**src/rtl/vend_machine_multi_pkg.sv**
```systemverilog
// Shared types and helpers for the multi-item vending controller.
// Coin encoding, controller states, coin and price decoding.
package vend_pkg;

  localparam logic [1:0] COIN_NONE = 2'b00;
  localparam logic [1:0] COIN_5    = 2'b01;
  localparam logic [1:0] COIN_10   = 2'b10;
  localparam logic [1:0] COIN_20   = 2'b11;

  localparam int PV_W = 512;

  typedef enum logic [1:0] {
    IDLE,
    CREDIT,
    VEND,
    RETURN
  } state_t;

  function automatic logic [4:0] coin_value(
    input logic [1:0] c
  );
    logic [4:0] v;
    v = 5'd0;
    unique case (c)
      COIN_5:  v = 5'd5;
      COIN_10: v = 5'd10;
      COIN_20: v = 5'd20;
      default: v = 5'd0;
    endcase
    return v;
  endfunction

  // Bit-serial pick keeps the field width a run-time argument.
  function automatic logic [31:0] price_at(
    input logic [PV_W-1:0] vec,
    input int unsigned     idx,
    input int unsigned     cw
  );
    logic [31:0] r;
    logic [8:0]  bi;
    r = '0;
    for (int b = 0; b < 32; b++) begin
      bi = 9'(idx * cw + b);
      if (b < cw) r[b] = vec[bi];
    end
    return r;
  endfunction

endpackage

```
**src/rtl/vend_machine_multi_if.sv**
```systemverilog
// Front-end / driver bundle of the vending controller.
// master drives coins, keys and restock; slave is the controller.
interface vend_machine_multi_if #(
  parameter int NUM_ITEMS = 4,
  parameter int CREDIT_W  = 8,
  parameter int STOCK_W   = 4
);
  localparam int IW =
    (NUM_ITEMS > 1) ? $clog2(NUM_ITEMS) : 1;

  logic [1:0]           coin_in;
  logic                 select_valid;
  logic [IW-1:0]        select_item;
  logic                 cancel;
  logic                 restock_valid;
  logic [IW-1:0]        restock_item;
  logic [STOCK_W-1:0]   restock_qty;
  logic [NUM_ITEMS-1:0] dispense;
  logic                 refund;
  logic [CREDIT_W-1:0]  change_out;
  logic [CREDIT_W-1:0]  credit;
  logic                 coin_reject;
  logic                 select_err;
  logic [NUM_ITEMS-1:0] low_stock;
  logic [NUM_ITEMS-1:0] sold_out;

  modport master (
    output coin_in, select_valid, select_item,
    output cancel, restock_valid,
    output restock_item, restock_qty,
    input  dispense, refund, change_out, credit,
    input  coin_reject, select_err,
    input  low_stock, sold_out
  );

  modport slave (
    input  coin_in, select_valid, select_item,
    input  cancel, restock_valid,
    input  restock_item, restock_qty,
    output dispense, refund, change_out, credit,
    output coin_reject, select_err,
    output low_stock, sold_out
  );

endinterface

```
**src/rtl/vend_machine_multi_stock_bank.sv**
```systemverilog
// Per-item stock counters with vend/restock merge and saturation.
// Drives the low-stock and sold-out flags.
module vend_stock_bank #(
  parameter int NUM_ITEMS  = 4,
  parameter int IW         = 2,
  parameter int STOCK_W    = 4,
  parameter int INIT_STOCK = 5,
  parameter int LOW_THRESH = 1
) (
  input  logic                 clk,
  input  logic                 reset,
  input  logic                 dec_valid,
  input  logic [IW-1:0]        dec_item,
  input  logic                 restock_valid,
  input  logic [IW-1:0]        restock_item,
  input  logic [STOCK_W-1:0]   restock_qty,
  output logic [NUM_ITEMS-1:0] low_stock,
  output logic [NUM_ITEMS-1:0] sold_out
);

  localparam logic [STOCK_W:0] SMAX =
    {1'b0, {STOCK_W{1'b1}}};

  logic [STOCK_W-1:0] stock_q [NUM_ITEMS];
  logic [STOCK_W-1:0] stock_n [NUM_ITEMS];
  logic [STOCK_W:0]   sum;

  // One extra bit lets +qty-1 be resolved before clamping.
  always_comb begin
    sum = '0;
    for (int i = 0; i < NUM_ITEMS; i++) begin
      sum = {1'b0, stock_q[i]};
      if (restock_valid && restock_item == IW'(i))
        sum = sum + {1'b0, restock_qty};
      if (dec_valid && dec_item == IW'(i))
        sum = sum - (STOCK_W+1)'(1);
      stock_n[i] = (sum > SMAX) ?
        SMAX[STOCK_W-1:0] : sum[STOCK_W-1:0];
    end
  end

  always_ff @(posedge clk or posedge reset) begin
    if (reset) begin
      for (int i = 0; i < NUM_ITEMS; i++)
        stock_q[i] <= STOCK_W'(INIT_STOCK);
    end else begin
      for (int i = 0; i < NUM_ITEMS; i++)
        stock_q[i] <= stock_n[i];
    end
  end

  for (genvar i = 0; i < NUM_ITEMS; i++) begin : g_flag
    assign low_stock[i] =
      stock_q[i] <= STOCK_W'(LOW_THRESH);
    assign sold_out[i] = (stock_q[i] == '0);
  end

endmodule

```
**src/rtl/vend_machine_multi.sv**
```systemverilog
// Multi-item vending controller: credit, vend, change, refund.
// Define VEND_TIMEOUT_EN for the idle-credit auto-refund.
module vend_machine_multi
  import vend_pkg::*;
#(
  parameter int NUM_ITEMS = 4,
  parameter int CREDIT_W  = 8,
  parameter int STOCK_W   = 4,
  parameter logic [NUM_ITEMS*CREDIT_W-1:0] PRICE_VEC =
    {8'd30, 8'd25, 8'd20, 8'd15},
  parameter int INIT_STOCK     = 5,
  parameter int LOW_THRESH     = 1,
  parameter int MAX_CREDIT     = 100,
  parameter int TIMEOUT_CYCLES = 1000
) (
  input logic clk,
  input logic reset,
  vend_machine_multi_if.slave bus
);

  localparam int IW =
    (NUM_ITEMS > 1) ? $clog2(NUM_ITEMS) : 1;
  localparam logic [CREDIT_W:0] MAXC =
    (CREDIT_W+1)'(MAX_CREDIT);

  if (MAX_CREDIT + 20 >= (1 << CREDIT_W)
      || TIMEOUT_CYCLES < 1) begin : g_chk
    $error("vend_machine_multi: bad CREDIT_W/TIMEOUT");
  end

  state_t               state, state_n;
  logic [CREDIT_W-1:0]  credit_q, credit_n;
  logic [CREDIT_W-1:0]  change_q, change_n;
  logic [NUM_ITEMS-1:0] disp_q, disp_n;
  logic                 refund_q, refund_n;
  logic                 crej_q, crej_n;
  logic                 serr_q, serr_n;
  logic                 dec_v;
  logic [NUM_ITEMS-1:0] sold_out;
  logic [CREDIT_W-1:0]  price [NUM_ITEMS];

  for (genvar i = 0; i < NUM_ITEMS; i++) begin : g_price
    assign price[i] = CREDIT_W'(
      price_at(PV_W'(PRICE_VEC), i, CREDIT_W));
  end

  logic                in_range, sel_ok, sel_take;
  logic                cancel_ok, coin_any, coin_ok;
  logic                reload, tmo;
  logic [IW-1:0]       sel_idx;
  logic [CREDIT_W-1:0] sel_price;
  logic [CREDIT_W:0]   coin_sum;

  assign in_range = {1'b0, bus.select_item}
                    < (IW+1)'(NUM_ITEMS);
  assign sel_idx   = in_range ? bus.select_item : '0;
  assign sel_price = price[sel_idx];
  assign sel_ok    = in_range && !sold_out[sel_idx]
                     && credit_q != '0
                     && credit_q >= sel_price
                     && state == CREDIT;
  assign cancel_ok = (state == CREDIT) && bus.cancel;
  assign sel_take  = !cancel_ok && bus.select_valid
                     && sel_ok;
  assign coin_sum  = {1'b0, credit_q}
                     + (CREDIT_W+1)'(coin_value(bus.coin_in));
  assign coin_any  = (bus.coin_in != COIN_NONE);
  // Cancel and select win the cycle; the coin is bounced.
  assign coin_ok   = coin_any && !cancel_ok && !sel_take
                     && (state == IDLE || state == CREDIT)
                     && coin_sum <= MAXC;
  assign reload    = coin_ok || bus.select_valid;

`ifdef VEND_TIMEOUT_EN
  logic [31:0] idle_cnt;

  assign tmo = (state == CREDIT) && !reload && !cancel_ok
               && idle_cnt == 32'(TIMEOUT_CYCLES - 1);

  always_ff @(posedge clk or posedge reset) begin
    if (reset)
      idle_cnt <= '0;
    else if (state != CREDIT || state_n != CREDIT
             || reload)
      idle_cnt <= '0;
    else
      idle_cnt <= idle_cnt + 32'd1;
  end
`else
  assign tmo = 1'b0;
`endif

  always_comb begin
    state_n  = state;
    credit_n = credit_q;
    change_n = '0;
    disp_n   = '0;
    refund_n = 1'b0;
    crej_n   = coin_any && !coin_ok;
    serr_n   = 1'b0;
    dec_v    = 1'b0;
    unique case (state)
      IDLE, CREDIT: begin
        if (cancel_ok || tmo) begin
          state_n  = RETURN;
          refund_n = 1'b1;
          change_n = credit_q;
          credit_n = '0;
        end else if (sel_take) begin
          state_n  = VEND;
          disp_n   = NUM_ITEMS'(1) << sel_idx;
          change_n = credit_q - sel_price;
          credit_n = '0;
          dec_v    = 1'b1;
        end else begin
          serr_n = bus.select_valid;
          if (coin_ok) begin
            credit_n = coin_sum[CREDIT_W-1:0];
            state_n  = CREDIT;
          end
        end
      end
      default: begin
        state_n = IDLE;
        serr_n  = bus.select_valid;
      end
    endcase
  end

  always_ff @(posedge clk or posedge reset) begin
    if (reset) begin
      state    <= IDLE;
      credit_q <= '0;
      change_q <= '0;
      disp_q   <= '0;
      refund_q <= 1'b0;
      crej_q   <= 1'b0;
      serr_q   <= 1'b0;
    end else begin
      state    <= state_n;
      credit_q <= credit_n;
      change_q <= change_n;
      disp_q   <= disp_n;
      refund_q <= refund_n;
      crej_q   <= crej_n;
      serr_q   <= serr_n;
    end
  end

  vend_stock_bank #(
    .NUM_ITEMS  (NUM_ITEMS),
    .IW         (IW),
    .STOCK_W    (STOCK_W),
    .INIT_STOCK (INIT_STOCK),
    .LOW_THRESH (LOW_THRESH)
  ) u_stock (
    .clk           (clk),
    .reset         (reset),
    .dec_valid     (dec_v),
    .dec_item      (sel_idx),
    .restock_valid (bus.restock_valid),
    .restock_item  (bus.restock_item),
    .restock_qty   (bus.restock_qty),
    .low_stock     (bus.low_stock),
    .sold_out      (sold_out)
  );

  assign bus.sold_out    = sold_out;
  assign bus.dispense    = disp_q;
  assign bus.refund      = refund_q;
  assign bus.change_out  = change_q;
  assign bus.credit      = credit_q;
  assign bus.coin_reject = crej_q;
  assign bus.select_err  = serr_q;

endmodule

```
**src/flat_wrapper.sv**
```systemverilog
// flat-port wrapper written by rule: the top's interface ports become plain ports
module vend_machine_multi_flat import vend_pkg::*;
#(
  parameter int NUM_ITEMS = 4,
  parameter int CREDIT_W  = 8,
  parameter int STOCK_W   = 4,
  parameter logic [NUM_ITEMS*CREDIT_W-1:0] PRICE_VEC =
    {8'd30, 8'd25, 8'd20, 8'd15},
  parameter int INIT_STOCK     = 5,
  parameter int LOW_THRESH     = 1,
  parameter int MAX_CREDIT     = 100,
  parameter int TIMEOUT_CYCLES = 1000
)
  (clk, reset, bus_coin_in, bus_select_valid, bus_select_item, bus_cancel, bus_restock_valid, bus_restock_item, bus_restock_qty, bus_dispense, bus_refund, bus_change_out, bus_credit, bus_coin_reject, bus_select_err, bus_low_stock, bus_sold_out);
  vend_machine_multi_if #(.NUM_ITEMS(NUM_ITEMS), .CREDIT_W(CREDIT_W), .STOCK_W(STOCK_W)) bus_i ();
  input logic clk;
  input logic reset;
  input wire logic [$bits(bus_i.coin_in)-1:0] bus_coin_in;
  input wire logic [$bits(bus_i.select_valid)-1:0] bus_select_valid;
  input wire logic [$bits(bus_i.select_item)-1:0] bus_select_item;
  input wire logic [$bits(bus_i.cancel)-1:0] bus_cancel;
  input wire logic [$bits(bus_i.restock_valid)-1:0] bus_restock_valid;
  input wire logic [$bits(bus_i.restock_item)-1:0] bus_restock_item;
  input wire logic [$bits(bus_i.restock_qty)-1:0] bus_restock_qty;
  output wire logic [$bits(bus_i.dispense)-1:0] bus_dispense;
  output wire logic [$bits(bus_i.refund)-1:0] bus_refund;
  output wire logic [$bits(bus_i.change_out)-1:0] bus_change_out;
  output wire logic [$bits(bus_i.credit)-1:0] bus_credit;
  output wire logic [$bits(bus_i.coin_reject)-1:0] bus_coin_reject;
  output wire logic [$bits(bus_i.select_err)-1:0] bus_select_err;
  output wire logic [$bits(bus_i.low_stock)-1:0] bus_low_stock;
  output wire logic [$bits(bus_i.sold_out)-1:0] bus_sold_out;
  assign bus_i.coin_in = bus_coin_in;
  assign bus_i.select_valid = bus_select_valid;
  assign bus_i.select_item = bus_select_item;
  assign bus_i.cancel = bus_cancel;
  assign bus_i.restock_valid = bus_restock_valid;
  assign bus_i.restock_item = bus_restock_item;
  assign bus_i.restock_qty = bus_restock_qty;
  assign bus_dispense = bus_i.dispense;
  assign bus_refund = bus_i.refund;
  assign bus_change_out = bus_i.change_out;
  assign bus_credit = bus_i.credit;
  assign bus_coin_reject = bus_i.coin_reject;
  assign bus_select_err = bus_i.select_err;
  assign bus_low_stock = bus_i.low_stock;
  assign bus_sold_out = bus_i.sold_out;
  vend_machine_multi #(.NUM_ITEMS(NUM_ITEMS), .CREDIT_W(CREDIT_W), .STOCK_W(STOCK_W), .PRICE_VEC(PRICE_VEC), .INIT_STOCK(INIT_STOCK), .LOW_THRESH(LOW_THRESH), .MAX_CREDIT(MAX_CREDIT), .TIMEOUT_CYCLES(TIMEOUT_CYCLES)) u_core (.clk(clk), .reset(reset), .bus(bus_i));
endmodule
```
**config.mk**
```make
export PLATFORM = sky130hd
export DESIGN_NAME = vend_machine_multi_flat
export DESIGN_NICKNAME = d
export VERILOG_FILES = /design/src/rtl/vend_machine_multi_pkg.sv /design/src/rtl/vend_machine_multi_if.sv /design/src/rtl/vend_machine_multi_stock_bank.sv /design/src/rtl/vend_machine_multi.sv /design/src/flat_wrapper.sv
export SDC_FILE = /design/constraint.sdc
export NUM_CORES = 1
export LEC_CHECK = 0
export ABC_AREA = 1
export CAP_MARGIN = 20
export CORE_AREA = 4 4 101 103
export DETAILED_ROUTE_END_ITERATION = 7
export DIE_AREA = 0 0 105 107
export GPL_TIMING_DRIVEN = 0
export PLACE_DENSITY = 0.66
export SETUP_SLACK_MARGIN = 0.1
export SLEW_MARGIN = 15
export SYNTH_ARGS = -nofsm -noshare
export SYNTH_HDL_FRONTEND = slang
export SYNTH_SLANG_ARGS = --single-unit
```
**constraint.sdc**
```tcl
create_clock -name clk -period 5.6 [get_ports clk]
set_clock_uncertainty 0.1 [all_clocks]
set_input_delay 1.12 -clock clk [delete_from_list [all_inputs] [get_ports clk]]
set_output_delay 1.12 -clock clk [all_outputs]
set_load 0.01 [all_outputs]
```
==> impl_metrics.py <==
metrics = {
    "die": {
        "initial_core_util_pct": 39.5,
        "ioPinCount": 46,
        "die_width_um": 105,
        "dieArea_um2": 11200,
        "row_count": 35,
        "fp.dieH_um": 107,
        "coreArea_um2": 9200,
    },
    "logic_synthesis": {
        "syn_avg_cell_area_um2": 7.83,
        "synth_top_area_share_pct": 22.7,
        "yosysWarnings": 0,
        "synth_seq_cells": 41,
        "syn_area_um2": 3630,
        "ys_seq_area_share_pct": 28.5,
        "synth_area_leader_cell": "dfrtp_1",
        "synth_cell_types": 40,
        "postSynthCellCount": 464,
        "synthTopCellsByArea": "dfrtp_1, ha_1, nand2_1",
        "syn_nets": 521,
    },
    "clock_network": {
        "cts_buffer_depth": 2,
        "postCtsHoldBufs": 0,
        "cts.repair.resized": 0,
        "cts-root-buf": "clkbuf_8",
        "ctsHtreeMaxLevel": 2,
        "cts-buffers-inserted": 5,
        "clk_pin_slew_ns": 0.09,
        "insertion_delay_ns": 0.30,
        "cts_sinks": 41,
        "cts_setup_buffers": 0,
        "cts_tree": "yes",
    },
    "drt": {
        "vias": 3153,
        "antenna_left": 0,
        "wl_um": 8120,
        "viasPerCell": 5.01,
        "wire_per_inst_um": 12.9,
        "drt_iter0_drc": 88,
        "dr.pass1.iters": 7,
        "drc": 0,
    },
    "sta": {
        "period_needed_ns": 4.24,
        "slew-limit-headroom_pct": 62.3,
        "rsz0062_at_grt": "no",
        "fmax_mhz": 236,
        "slew_violations": 0,
        "fin_crit_sh_pct": 75.7,
        "hold_violations": 0,
        "tightest_slew_ns": 0.560,
        "finalSetupViolCount": 0,
        "tns_ns": 0,
    },
    "grt": {
        "grt.total_usage_pct": 15.0,
        "grt_pass1_wl_um": 13900,
        "antenna_found_initial": 0,
        "grt-ovfl-total": 0,
        "grt_pass1_vias": 3185,
        "grt_max_degree": 23,
    },
    "setup_path": {
        "path_class": "primary input to register",
        "worst-endpoint-required_ns": 5.69,
        "cp-startpoint": "bus_select_item[0]",
        "cp_max_fo": 7,
        "critPathArrivalTime_ns": 4.32,
        "endpoint_kind": "register",
        "worstRegToRegCells": 11,
        "critPathLaunchType": "primary input",
        "r2r-end": "u_core.u_stock.stock_q[3]",
        "r2r_slack_ns": 2.98,
        "regToRegStartpoint": "u_core.bus.credit[0]",
        "endpoint": "u_core.u_stock.stock_q[3]",
    },
    "pwr": {
        "p_per_area_nw_per_um2": 439,
        "p_total_mw": 1.91,
        "p_leak_nw": 2.22,
        "peakVddDrop_uv": 197,
    },
    "final_layout": {
        "diodes": 0,
        "fillCellCount": 934,
        "final_core_util_pct": 47.3,
        "synthToLayoutAreaGrowth_pct": 19.8,
        "nets": 574,
        "drive_above_1_share_pct": 13.5,
    },
    "place": {
        "dp_hpwl_um": 6710,
        "io_buffers": 45,
        "place.gp.congestion": 0.840,
    },
    "status": {
        "status": "completed",
    },
    "flow_run": {
        "maxCapViolations": 0,
    },
    "hold_path": {
        "hold_path_class": "register to register",
        "hold_depth": 2,
    },
}
flip-flops by register name, summed over array words and instances, names as in the netlist:
| register | flops |
|---|---|
| u_core.bus.select_err | 1 |
| u_core.bus.credit | 8 |
| u_core.bus.dispense | 4 |
| u_core.bus.coin_reject | 1 |
| u_core.bus.refund | 1 |
| u_core.u_stock.stock_q | 16 |
| u_core.bus.change_out | 8 |
| u_core.state | 2 |
worst min-delay path by stage:
stage / from / to / slack, ns
after floorplan: u_core.state[1] / u_core.state[0] / 0.49
final: u_core.bus.credit[0] / u_core.bus.credit[0] / 0.51
after detailed placement: u_core.bus.credit[0] / u_core.bus.credit[0] / 0.51
after global routing: u_core.bus.credit[0] / u_core.bus.credit[0] / 0.54
after CTS: u_core.bus.credit[0] / u_core.bus.credit[0] / 0.52
after global placement: u_core.bus.credit[0] / u_core.bus.credit[0] / 0.50
stage by stage:
step / setup slack (ns) / hold WS, ns / std cells / area (um^2)
3_3_place_gp: 1.06 / 0.503 / 620 / 4220
5_1_grt: 1.08 / 0.540 / 629 / 4350
2_1_floorplan: 2.12 / 0.493 / 464 / 3630
3_5_place_dp: 1.03 / 0.505 / 621 / 4250
4_1_cts: 1.34 / 0.519 / 629 / 4350
6_report: 1.36 / 0.506 / 629 / 4350
power breakdown:
group          internal, mW  total (mW)  leakage, nW  switching [mW]
logic                 0.506        1.16         1.67           0.657
clock network         0.112       0.216       0.0542           0.104
registers             0.428       0.531        0.496           0.104
synth_stat cells, drive strengths merged:
cell type    n
o211ai       1
o22ai        2
nor2        36
dfstp        8
nand3b       6
o21ai       18
or2          6
ha          36
nor4         1
mux2i        1
nand2      133
buf          3
xor2        16
nand4       13
nor3         4
fa           6
o21bai       2
dfrtp       33
xnor2        8
a21oi       23
a21boi       2
clkbuf       1
inv         66
nand3       39
cell type report:
| cell class | count | area [um^2] | area share, % |
|---|---|---|---|
| buffer | 4 | 46.3 | 1.06 |
| clock buffer | 7 | 96.3 | 2.21 |
| clock inverter | 1 | 5.00 | 0.115 |
| inverter | 66 | 253 | 5.81 |
| multi-input combinational | 353 | 2300 | 52.8 |
| sequential | 41 | 1040 | 23.8 |
| tap | 111 | 139 | 3.19 |
| timing repair buffer | 46 | 478 | 11.0 |
metal layers:
metal	GRT usage, %	up-vias	share of wire [%]
li1	-	1611	-
met1	16.8	1491	43
met2	29.3	45	53
met3	2.65	6	3.1
met4	3.09	0	0.78
met5	0	-	0
critical path, cell delays in order:
cell and delay (ns):
clkdlybuf4s50_1 0.64, inv_1 0.16, ha_1 0.26, inv_1 0.17, nand2_1 0.09, ha_1 0.21, fa_1 0.43, o21ai_2 0.19
nand2_1 0.13, nand3b_4 0.12, nand4_1 0.31, inv_1 0.23, nand2_1 0.07, nand2_1 0.10, nand3_1 0.08
cell usage in the layout (no fill, tap or decap), types with 3 or more instances in the layout:
cell type and instances:
nand4_1 13, nand3_2 8, clkbuf_8 7, nor2_8 3
fa_1 6, nor2_1 24, clkdlybuf4s50_1 45, a21oi_1 22
dfrtp_1 33, nand3b_1 5, nor2_4 3, nor3_1 4
inv_1 61, or2_2 5, xnor2_1 8, ha_1 36
dfstp_2 8, nand3_1 30, nand2_2 14, nor2_2 6
nand2_1 117, xor2_1 16, o21ai_0 15, inv_2 4
logic make-up after synthesis:
group,synth area share (%)
AOI/OAI and AO/OA,7.44
xor gates and xnor gates,5.78
adders and majority gates,15.7
buffers and inverters,8.23
DFF,28.5
muxes,0.275
and+or+nand+nor,34.1
Power figures use the tool's default switching activity.
